<file path="src/rtl/prio_arbiter.sv">
// rtl/prio_arbiter.sv - registered N-requester arbiter, fixed-priority or round-robin, grant held until ack
module prio_arbiter #(
  parameter int N = 8,
  parameter int W = $clog2(N)
) (
  input  logic         clk,
  input  logic         rst_b,
  input  logic [N-1:0] req,
  input  logic         mode,
  input  logic         ack,
  output logic         gnt_vld,
  output logic [W-1:0] gnt_idx,
  output logic [N-1:0] gnt_onehot
);

  typedef enum logic {IDLE, GRANT} state_t;

  state_t         state_q, state_d;
  logic           vld_q, vld_d;
  logic [W-1:0]   idx_q, idx_d;
  logic [N-1:0]   onehot_q, onehot_d;
  logic [W-1:0]   ptr_q, ptr_d;
  logic           rr_q, rr_d;
  logic [W-1:0]   win;

  // Descending search from start, wrapping below 0 back to N-1; first set bit wins.
  function automatic logic [W-1:0] pick(input logic [N-1:0] r, input logic [W-1:0] start);
    logic [W-1:0] w;
    logic [W-1:0] pos;
    logic         found;
    w     = '0;
    found = 1'b0;
    for (int k = 0; k < N; k++) begin
      pos = W'((int'(start) + N - k) % N);
      if (!found && r[pos]) begin
        w     = pos;
        found = 1'b1;
      end
    end
    return w;
  endfunction

  assign win = pick(req, mode ? ptr_q : W'(N - 1));

  always_comb begin
    state_d  = state_q;
    vld_d    = vld_q;
    idx_d    = idx_q;
    onehot_d = onehot_q;
    ptr_d    = ptr_q;
    rr_d     = rr_q;
    case (state_q)
      IDLE: begin
        if (|req) begin
          state_d       = GRANT;
          vld_d         = 1'b1;
          idx_d         = win;
          onehot_d      = '0;
          onehot_d[win] = 1'b1;
          rr_d          = mode;
        end
      end
      GRANT: begin
        if (ack) begin
          state_d  = IDLE;
          vld_d    = 1'b0;
          idx_d    = '0;
          onehot_d = '0;
          // Pointer moves only if this grant was won under round-robin.
          if (rr_q) ptr_d = (idx_q == '0) ? W'(N - 1) : idx_q - 1'b1;
        end
      end
      default: state_d = IDLE;
    endcase
  end

  always_ff @(posedge clk or negedge rst_b) begin
    if (!rst_b) begin
      state_q  <= IDLE;
      vld_q    <= 1'b0;
      idx_q    <= '0;
      onehot_q <= '0;
      ptr_q    <= W'(N - 1);
      rr_q     <= 1'b0;
    end else begin
      state_q  <= state_d;
      vld_q    <= vld_d;
      idx_q    <= idx_d;
      onehot_q <= onehot_d;
      ptr_q    <= ptr_d;
      rr_q     <= rr_d;
    end
  end

  assign gnt_vld    = vld_q;
  assign gnt_idx    = idx_q;
  assign gnt_onehot = onehot_q;

endmodule

</file>
<file path="config.mk">
export PLATFORM = sky130hd
export DESIGN_NAME = prio_arbiter
export DESIGN_NICKNAME = d
export VERILOG_FILES = /design/src/rtl/prio_arbiter.sv
export SDC_FILE = /design/constraint.sdc
export NUM_CORES = 1
export LEC_CHECK = 0
export CAP_MARGIN = 20
export CORE_MARGIN = 3
export CORE_UTILIZATION = 55
export CTS_CLUSTER_DIAMETER = 100
export DETAILED_ROUTE_END_ITERATION = 8
export PLACE_DENSITY = 0.76
export SLEW_MARGIN = 20
export SYNTH_ARGS = -nofsm -noshare
export SYNTH_HDL_FRONTEND = slang
export SYNTH_SLANG_ARGS = --single-unit
</file>
<file path="constraint.sdc">
create_clock -name clk -period 4.2 [get_ports clk]
set_input_delay 0.84 -clock clk [delete_from_list [all_inputs] [get_ports clk]]
set_output_delay 0.84 -clock clk [all_outputs]
set_load 0.005 [all_outputs]
</file>
==> results of run 1 <==
[kinds of logic (layout without fill, tap and decap cells)]
| logic type | Yosys count | count (layout) | share of synthesized area (%) |
|---|---|---|---|
| flops | 17 | 17 | 25.4 |
| xor+xnor | 1 | 1 | 0.519 |
| simple gates | 75 | 75 | 23.8 |
| fa+ha+maj | 3 | 3 | 2.22 |
| buf+inv | 16 | 47 | 4.52 |
| mux | 13 | 13 | 12.3 |
| compound gates | 73 | 73 | 31.2 |
[metal layers]
layer  track usage [%]  wire length (um)  up-vias
met5                 0                 0        -
met4              7.27               104        0
met3              7.55               434       15
met2              42.9              2280      100
met1              39.6              2170      872
li1                  -                 -      835
[worst max-delay path: cells and delay by family]
| family | cells | cell delay, ns |
|---|---|---|
| AO/OA/AOI/OAI | 2 | 0.41 |
| adder cells (fa/ha/maj) | 1 | 0.36 |
| buffers and inverters | 2 | 0.64 |
| multiplexers | 2 | 0.69 |
| AND/OR/NAND/NOR | 4 | 1.13 |
[layout make-up]
type / count / area [sq um] / area share [%]
repair buffers: 35 / 320 / 15.8
clock buffers: 4 / 26.3 / 1.29
inverters: 8 / 35.0 / 1.72
well taps: 31 / 38.8 / 1.91
multi-input cells: 165 / 1180 / 58.2
flip-flops and latches: 17 / 429 / 21.1
[metrics by stage]
step / power (uW) / setup slack (ns) / instances
6_report: 1320 / 0.321 / 260
5_1_grt: 1410 / 0.159 / 260
4_1_cts: 1300 / 0.358 / 260
3_5_place_dp: 1210 / 0.0489 / 256
3_3_place_gp: 1170 / 0.224 / 256
2_1_floorplan: 890 / 0.638 / 198
[synthesized netlist by cell type, types with 2 or more instances]
cell type	instances
sky130_fd_sc_hd__mux2_2	3
sky130_fd_sc_hd__a21oi_1	11
sky130_fd_sc_hd__o2bb2ai_1	3
sky130_fd_sc_hd__nand2_1	27
sky130_fd_sc_hd__a31o_2	2
sky130_fd_sc_hd__ha_1	3
sky130_fd_sc_hd__o31ai_1	8
sky130_fd_sc_hd__dfstp_2	3
sky130_fd_sc_hd__a221oi_1	2
sky130_fd_sc_hd__or3_1	2
sky130_fd_sc_hd__inv_1	6
sky130_fd_sc_hd__dfrtp_1	14
sky130_fd_sc_hd__o221a_2	2
sky130_fd_sc_hd__clkbuf_1	3
sky130_fd_sc_hd__nor3_1	3
sky130_fd_sc_hd__nand3_1	5
sky130_fd_sc_hd__o32a_1	2
sky130_fd_sc_hd__nand2b_1	3
sky130_fd_sc_hd__mux4_1	3
sky130_fd_sc_hd__mux2i_1	5
sky130_fd_sc_hd__a21o_1	3
sky130_fd_sc_hd__nor3b_1	2
sky130_fd_sc_hd__a311oi_1	2
sky130_fd_sc_hd__buf_2	3
sky130_fd_sc_hd__and2_1	4
sky130_fd_sc_hd__nor2b_1	6
sky130_fd_sc_hd__o21ai_0	17
sky130_fd_sc_hd__a211oi_1	2
sky130_fd_sc_hd__and3b_1	3
sky130_fd_sc_hd__a31oi_1	3
sky130_fd_sc_hd__and3_1	2
sky130_fd_sc_hd__mux4_2	2
sky130_fd_sc_hd__a211o_1	2
sky130_fd_sc_hd__nor4_1	2
sky130_fd_sc_hd__a22oi_1	2
sky130_fd_sc_hd__nor2_1	10
sky130_fd_sc_hd__a21boi_0	2
[sequential cells by signal (all words and copies together), names as in the netlist]
signal,count
ptr_q,3
state_q,1
gnt_vld,1
gnt_onehot,8
gnt_idx,3
rr_q,1
[how the worst max path moves through the flow]
stage | startpoint | to | slack [ns]
after floorplan | mode | gnt_onehot[2] | 0.64
after global placement | mode | gnt_onehot[3] | 0.22
after detailed placement | mode | gnt_onehot[3] | 0.05
after CTS | mode | gnt_onehot[3] | 0.36
after global routing | mode | gnt_idx[1] | 0.16
final | mode | gnt_onehot[0] | 0.32
[report_power, final]
group,switching (uW),total [uW],leakage [uW],internal [uW]
Clock,53.0,90.0,0.0000150,37.0
Sequential,88.5,322,0.000215,233
Combinational,478,912,0.000600,433
Total,620,1320,0.000829,703
==> metrics list, run 1 <==
- After clock tree synthesis, the repair step resized 0 gates.
- Dividing total power by cell area gives a power density of 651 nW/um^2.
- In this run the number of H-tree levels came out at 1.
* Iteration count of the initial detailed-routing pass: 6
- Setup total negative slack on the finished layout was measured at 0 ns.
- Of the cells placed in the final design, the portion with a size suffix greater than 1 is 15.7%.
- Final WL: 5000 um
* Pins Over Slew Limit: 0
* Hold Crit Class: reg2reg
* Worst max-slew margin expressed relative to the limit: 49.3%
- Data on the critical path arrives at its endpoint at 4.08 ns.
- Total of buffers placed on input and output ports: 23
- Sequential elements use 25.4% of the synthesized area.
* Ys async rst share: 100%
- Counting flops and latches in the post-synthesis netlist gives 17.
- The run finished with clean final reports.
* Worst path cell trace: clkdlybuf4s50_1 > nor2b_2 > inv_6 > ha_1 > mux4_1 > mux2_2 > nand2b_1 > nor3_1 > o41ai_2 > or2_2 > o31ai_1
- Number of buffers added by the clock tree synthesis step: 3
* Setup violations, final: 0
- Antenna Violating Nets Remaining: 0
- The total overflow left after global routing is 0.
- 0 antenna diodes ended up in the layout.
* Horizontal extent of the die: 61.4 um
* Number of cell instances on the worst register-to-register path: 9
* Most common library cell in the layout ignoring fill and taps: sky130_fd_sc_hd__nand2_1
- Number of setup buffers added after CTS: 0
- For hold timing, the worst endpoint is gnt_onehot[4].
- Entering global routing, the biggest net connects 18 pins.
- Most used cells in the layout excluding fill and tap cells: 27 x sky130_fd_sc_hd__nand2_1, 23 x sky130_fd_sc_hd__clkdlybuf4s50_1, 17 x sky130_fd_sc_hd__o21ai_0, 14 x sky130_fd_sc_hd__dfrtp_1, 12 x sky130_fd_sc_hd__buf_4
* CP max stage delay: 0.56 ns
- Placement Cell Area: 2010 sq um
* Number of maximum-capacitance constraint violations: 0
- CTS max path bufs: 2
- Max Freq: 258 MHz
* Worst Max-Slew Pin Slew: 0.758 ns
- Yosys attributes the largest share of cell area to sky130_fd_sc_hd__dfrtp_1 21%, sky130_fd_sc_hd__nand2_1 6.0%, sky130_fd_sc_hd__o21ai_0 5.0%.
* Critical Setup Path Class: in2reg
* Startpoint type of the worst setup path: primary input
- Routed vias: 1,822
- From synthesis to final layout, the design area changed by 20.4%.
- Number of global-route vias before repair: 1,630
- Using the TritonRoute via totals, the vias-per-cell ratio works out to 7.01.
- The detailed router finished its first iteration with 236 violations.
* Skew final: 0.0131 ns
- The startpoint identified for the worst register-to-register timing path is ptr_q[0].
- Setup repair after global routing left no endpoint under its margin.
- Effective utilization at floorplan: 59.7%
- The initialized floorplan defines 19 standard-cell rows.
- Reported leakage power: 0.000829 uW
* Number of antenna violations at the first check in global routing: 0
* Non-Filler Cell Area, Final: 2030 sq um
- The synthesized design spends more area on one cell type than any other, namely sky130_fd_sc_hd__dfrtp_1.
- In this run, post-CTS hold repair placed 0 buffers.
- The clock net in this run drives a total of 17 sinks.
- The root buffer cell chosen for the clock tree is sky130_fd_sc_hd__clkbuf_4.
- Across every metal layer, demand over resource in global routing totals 28.1%.
- Flop2flop setup slack: 0.90 ns
* Die area: 3770 sq um
* Largest voltage drop on the vdd net: 0.508 mV
* Clock insertion delay at the later pin of the skew report: 0.30 ns
- Yosys top cell area share: 20.8%
* Clock tree from TritonCTS: yes
- For this run, the post-layout net count is 245.
- After synthesis, the netlist uses 58 different library cells.
- Number of fillers in the final layout: 219
- Detailed placement finished with a half-perimeter wire length of 3840 um.
* Post-route clock period utilization: 92.4%
* Net count of the mapped netlist: 213
- Final critical delay including setup and external delays: 3.88 ns
- For this run, design rule violations remaining after detail routing come to 0.
* Main synth FF type: sky130_fd_sc_hd__dfrtp_1
- Std-Cell Core Area: 2830 sq um
* Critical-path maximum fanout: 9
- At the end of routability-driven placement, the weighted congestion stood at 0.989.
* Number of synthesized flops with an enable pin: 0
- Synthesis warning total: 0
* Wire length of the first global-routing pass: 7850 um
- Kind of capture point of the worst setup path: flop
- Num ports: 24
- Overall die height: 61.4 um
- On the final layout, the worst hold slack is 0.487 ns.
- Library cell contributing the largest single delay on the critical path: sky130_fd_sc_hd__clkdlybuf4s50_1
- The mapped netlist covers 1690 sq um.
- Final number of hold-violating endpoints: 0
- Number of cells produced by synthesis: 198
* CTS clk-pin slew, worst paths: 0.11 ns
* Mean post-synth cell area: 8.52 sq um
- At the worst endpoint, the required time is 4.40 ns.
- Detailed-route wire length per cell: 19.2 um
* Core Util, Final: 71.8%
* Critical R2R Capture: gnt_onehot[0]
- Hold path cells: 2
- Startpoint of the most critical hold path: gnt_onehot[4]
Note: power is estimated with default switching activity, not from simulation.
==> run 2, diff against run 1 <==
--- a/config.mk
+++ b/config.mk
@@ -7,10 +7,10 @@
 export LEC_CHECK = 0
 export CAP_MARGIN = 20
 export CORE_MARGIN = 3
-export CORE_UTILIZATION = 55
+export CORE_UTILIZATION = 35
 export CTS_CLUSTER_DIAMETER = 100
 export DETAILED_ROUTE_END_ITERATION = 8
-export PLACE_DENSITY = 0.76
+export PLACE_DENSITY = 0.51
 export SLEW_MARGIN = 20
 export SYNTH_ARGS = -nofsm -noshare
 export SYNTH_HDL_FRONTEND = slang
==> constraint.sdc (replaced) <==
create_clock -name clk -period 4.48 [get_ports clk]
set_input_delay 0.896 -clock clk [delete_from_list [all_inputs] [get_ports clk]]
set_output_delay 0.896 -clock clk [all_outputs]
set_load 0.005 [all_outputs]
==> run 2 against run 1 <==
Sequential share of layout area decreased by 0.15 points. Utilization decreased by 26 points. Total power decreased by 6.6%. Count of clock-buffer cells in the layout unchanged. Highest routed layer unchanged. Setup slack improved by 0.19 ns. Worst hold slack got worse by 0.0074 ns. Clock power increased by 24%. Sequential cell count unchanged. First-iteration DRC count decreased by 25%.
==> metrics list, run 2 (synthesis results as in run 1) <==
- The register with the most flip-flops in the layout has 8 of them.
- Hold path cells: 2
- At the end of the flow the core is filled with cells to 45.4%.
- Data arrival time of the critical path: 4.08 ns
* Antenna Violating Nets Remaining: 0
- Effective utilization at floorplan: 37.5%
* Worst path cell trace: clkdlybuf4s50_1 > nor2b_2 > buf_4 > mux4_1 > mux2_2 > nand2b_1 > nor2_1 > nand3_1 > a31oi_1 > o21ai_0
- The most critical setup path has its startpoint at mode.
- The internal power of the cells totals 675 uW.
- Final number of hold-violating endpoints: 0
- In the final timing run, aggregate negative setup slack is 0 ns.
* Number of maximum-capacitance constraint violations: 0
* Pwr per Cell Area: 604 nW/um^2
- Total routing usage reported by global routing: 18.7%
- Most used cells in the layout excluding fill and tap cells: 27 x sky130_fd_sc_hd__nand2_1, 23 x sky130_fd_sc_hd__clkdlybuf4s50_1, 17 x sky130_fd_sc_hd__o21ai_0, 14 x sky130_fd_sc_hd__dfrtp_1, 11 x sky130_fd_sc_hd__a21oi_1
* Horizontal extent of the die: 75.4 um
* Sequential power share: 24.2%
* Unrepaired setup endpoints after global routing: false
* Status: completed
- Std-Cell Core Area: 4500 sq um
- Hold Crit Class: reg2reg
- CTS max path bufs: 2
- The initialized floorplan defines 24 standard-cell rows.
* Critical R2R Capture: gnt_idx[1]
- Number of buffers added by the clock tree synthesis step: 3
* Setup violations, final: 0
- Hold Path End: gnt_onehot[0]
* Critical path required time: 4.59 ns
- After detailed routing, the number of remaining DRC violations is 0.
- Headroom to the max-slew limit came out at 47.7%.
- Number of gates resized after cts: 0
* Number of levels the H-tree was split into: 1
- Across all hold checks on the routed design, the worst slack comes to 0.480 ns.
- The worst-case IR drop observed on VDD is 0.341 mV.
- CP max stage delay: 0.62 ns
* Num ports: 24
* Final weighted congestion in routability-driven placement: 0.918
- Fraction of power consumed by the clock network: 9.0%
* Final WL: 5010 um
- Library cell contributing the largest single delay on the critical path: sky130_fd_sc_hd__mux4_1
* CTS root buf: sky130_fd_sc_hd__clkbuf_8
- Detailed-route wire length per cell: 18.1 um
- Number of buffers inserted by hold repair at cts: 0
- For flop-to-flop paths, the worst setup slack is 1.20 ns.
* Net switching component of the power: 560 uW
- From synthesis to final layout, the design area changed by 21.3%.
* CTS clk-pin slew, worst paths: 0.06 ns
- Iteration count of the initial detailed-routing pass: 4
- Pin count of the biggest net entering global routing: 18
- The via count of the first global-routing pass is 1,676.
- First-iteration detailed-routing DRC count: 178
- Comb pwr share: 66.8%
- The startpoint identified for the worst register-to-register timing path is ptr_q[1].
* Wire length of the first global-routing pass: 8270 um
- Once routing completed, OpenROAD measured the worst setup slack at 0.513 ns.
- N_diodes: 0
* Die area: 5690 sq um
- Net switching fraction of the power: 45.3%
* Startpoint type of the worst setup path: primary input
- In this run the most critical hold path is launched from gnt_onehot[0].
* Max Freq: 252 MHz
- The net count of the finished layout is 241.
* Total Power Consumption: 1240 uW
- Worst Max-Slew Pin Slew: 0.781 ns
* Total of buffers placed on input and output ports: 23
* Clk sink count: 17
- Setup WS pre-CTS: 0.248 ns
- Summed over all nets, the half-perimeter wirelength after detailed placement is 3870 um.
- In the finished design, the share of the clock period the worst path needs comes to 88.5%.
- At the later pin of the worst-skew pair, clock insertion delay measures 0.25 ns.
- STA classifies the critical path endpoint as a flop.
- Total overflow reported by the global router: 0
- Along the worst path, the maximum fanout reaches 9.
* Skew final: 0.00368 ns
- Fill cells in the final layout number 444.
- Measured along the y axis, the die boundary spans 75.4 um.
- For the worst flop-to-flop path, the logic depth is 8.
- The routed design could run at a clock period as short as 3.97 ns.
* Number of antenna violations at the first check in global routing: 0
- For this design the static power due to leakage is 0.000817 uW.
- In the routed layout, each cell is associated on average with a via count of 6.30.
- The detailed router placed 1,745 vias in this run.
* Clock tree from TritonCTS: yes
- Cells with a size suffix above 1 make up 14.2% of the layout.
- Leaving out fill and tap cells, the most frequent cell in the layout is sky130_fd_sc_hd__nand2_1.
- Pins Over Slew Limit: 0
* Critical Setup Path Class: in2reg
- Number of setup buffers added after CTS: 0
## run 2: cell types whose count changed in the layout (fill, tap and decap cells not counted)
cell	previous run	this run
sky130_fd_sc_hd__clkbuf_8	0	3
sky130_fd_sc_hd__buf_4	12	8
sky130_fd_sc_hd__clkbuf_4	3	0
## run 2: power groups by stage
stage	combinational [uW]	clock (uW)	sequential [uW]
global placement	814	0	296
global route	911	124	308
detailed placement	819	0	298
finish	825	112	299
CTS	826	117	297
floorplan	571	0	263
## run 2: layout make-up
class                   instances  area, sq um  area share (%)
well taps                      52         65.1            3.18
flip-flops and latches         17          429            21.0
clock buffers                   4         45.0            2.20
repair buffers                 31          290            14.2
multi-input cells             165         1180            57.8
inverters                       8         35.0            1.71
## run 2: worst max path at each step
stage                               end  slack, ns
final                        gnt_idx[1]       0.51
after global routing      gnt_onehot[6]       0.22
after CTS                    gnt_idx[1]       0.51
after detailed placement     gnt_idx[1]       0.25
after global placement    gnt_onehot[2]       0.38
after floorplan           gnt_onehot[2]       0.86
## run 2: layer usage
| metal | GRT usage, % | wire, um | part of all wire (%) | vias up |
|---|---|---|---|---|
| met1 | 24.0 | 2100 | 42 | 837 |
| li1 | - | - | - | 813 |
| met4 | 6.60 | 145 | 2.9 | 0 |
| met3 | 1.45 | 280 | 5.6 | 14 |
| met2 | 33.0 | 2490 | 50 | 81 |
| met5 | 0 | 0 | 0 | - |
## run 2: per-stage QoR
stage | std cells | area (sq um)
2_1_floorplan | 198 | 1690
3_3_place_gp | 273 | 2000
5_1_grt | 277 | 2050
6_report | 277 | 2050
3_5_place_dp | 273 | 2000
4_1_cts | 277 | 2050
## run 2: critical path, delay by kind of cell
kind / cells / cell delay [ns]
muxes: 2 / 0.95
buffers and inverters: 2 / 0.79
AOI/OAI and AO/OA: 2 / 0.60
and+or+nand+nor: 4 / 0.83
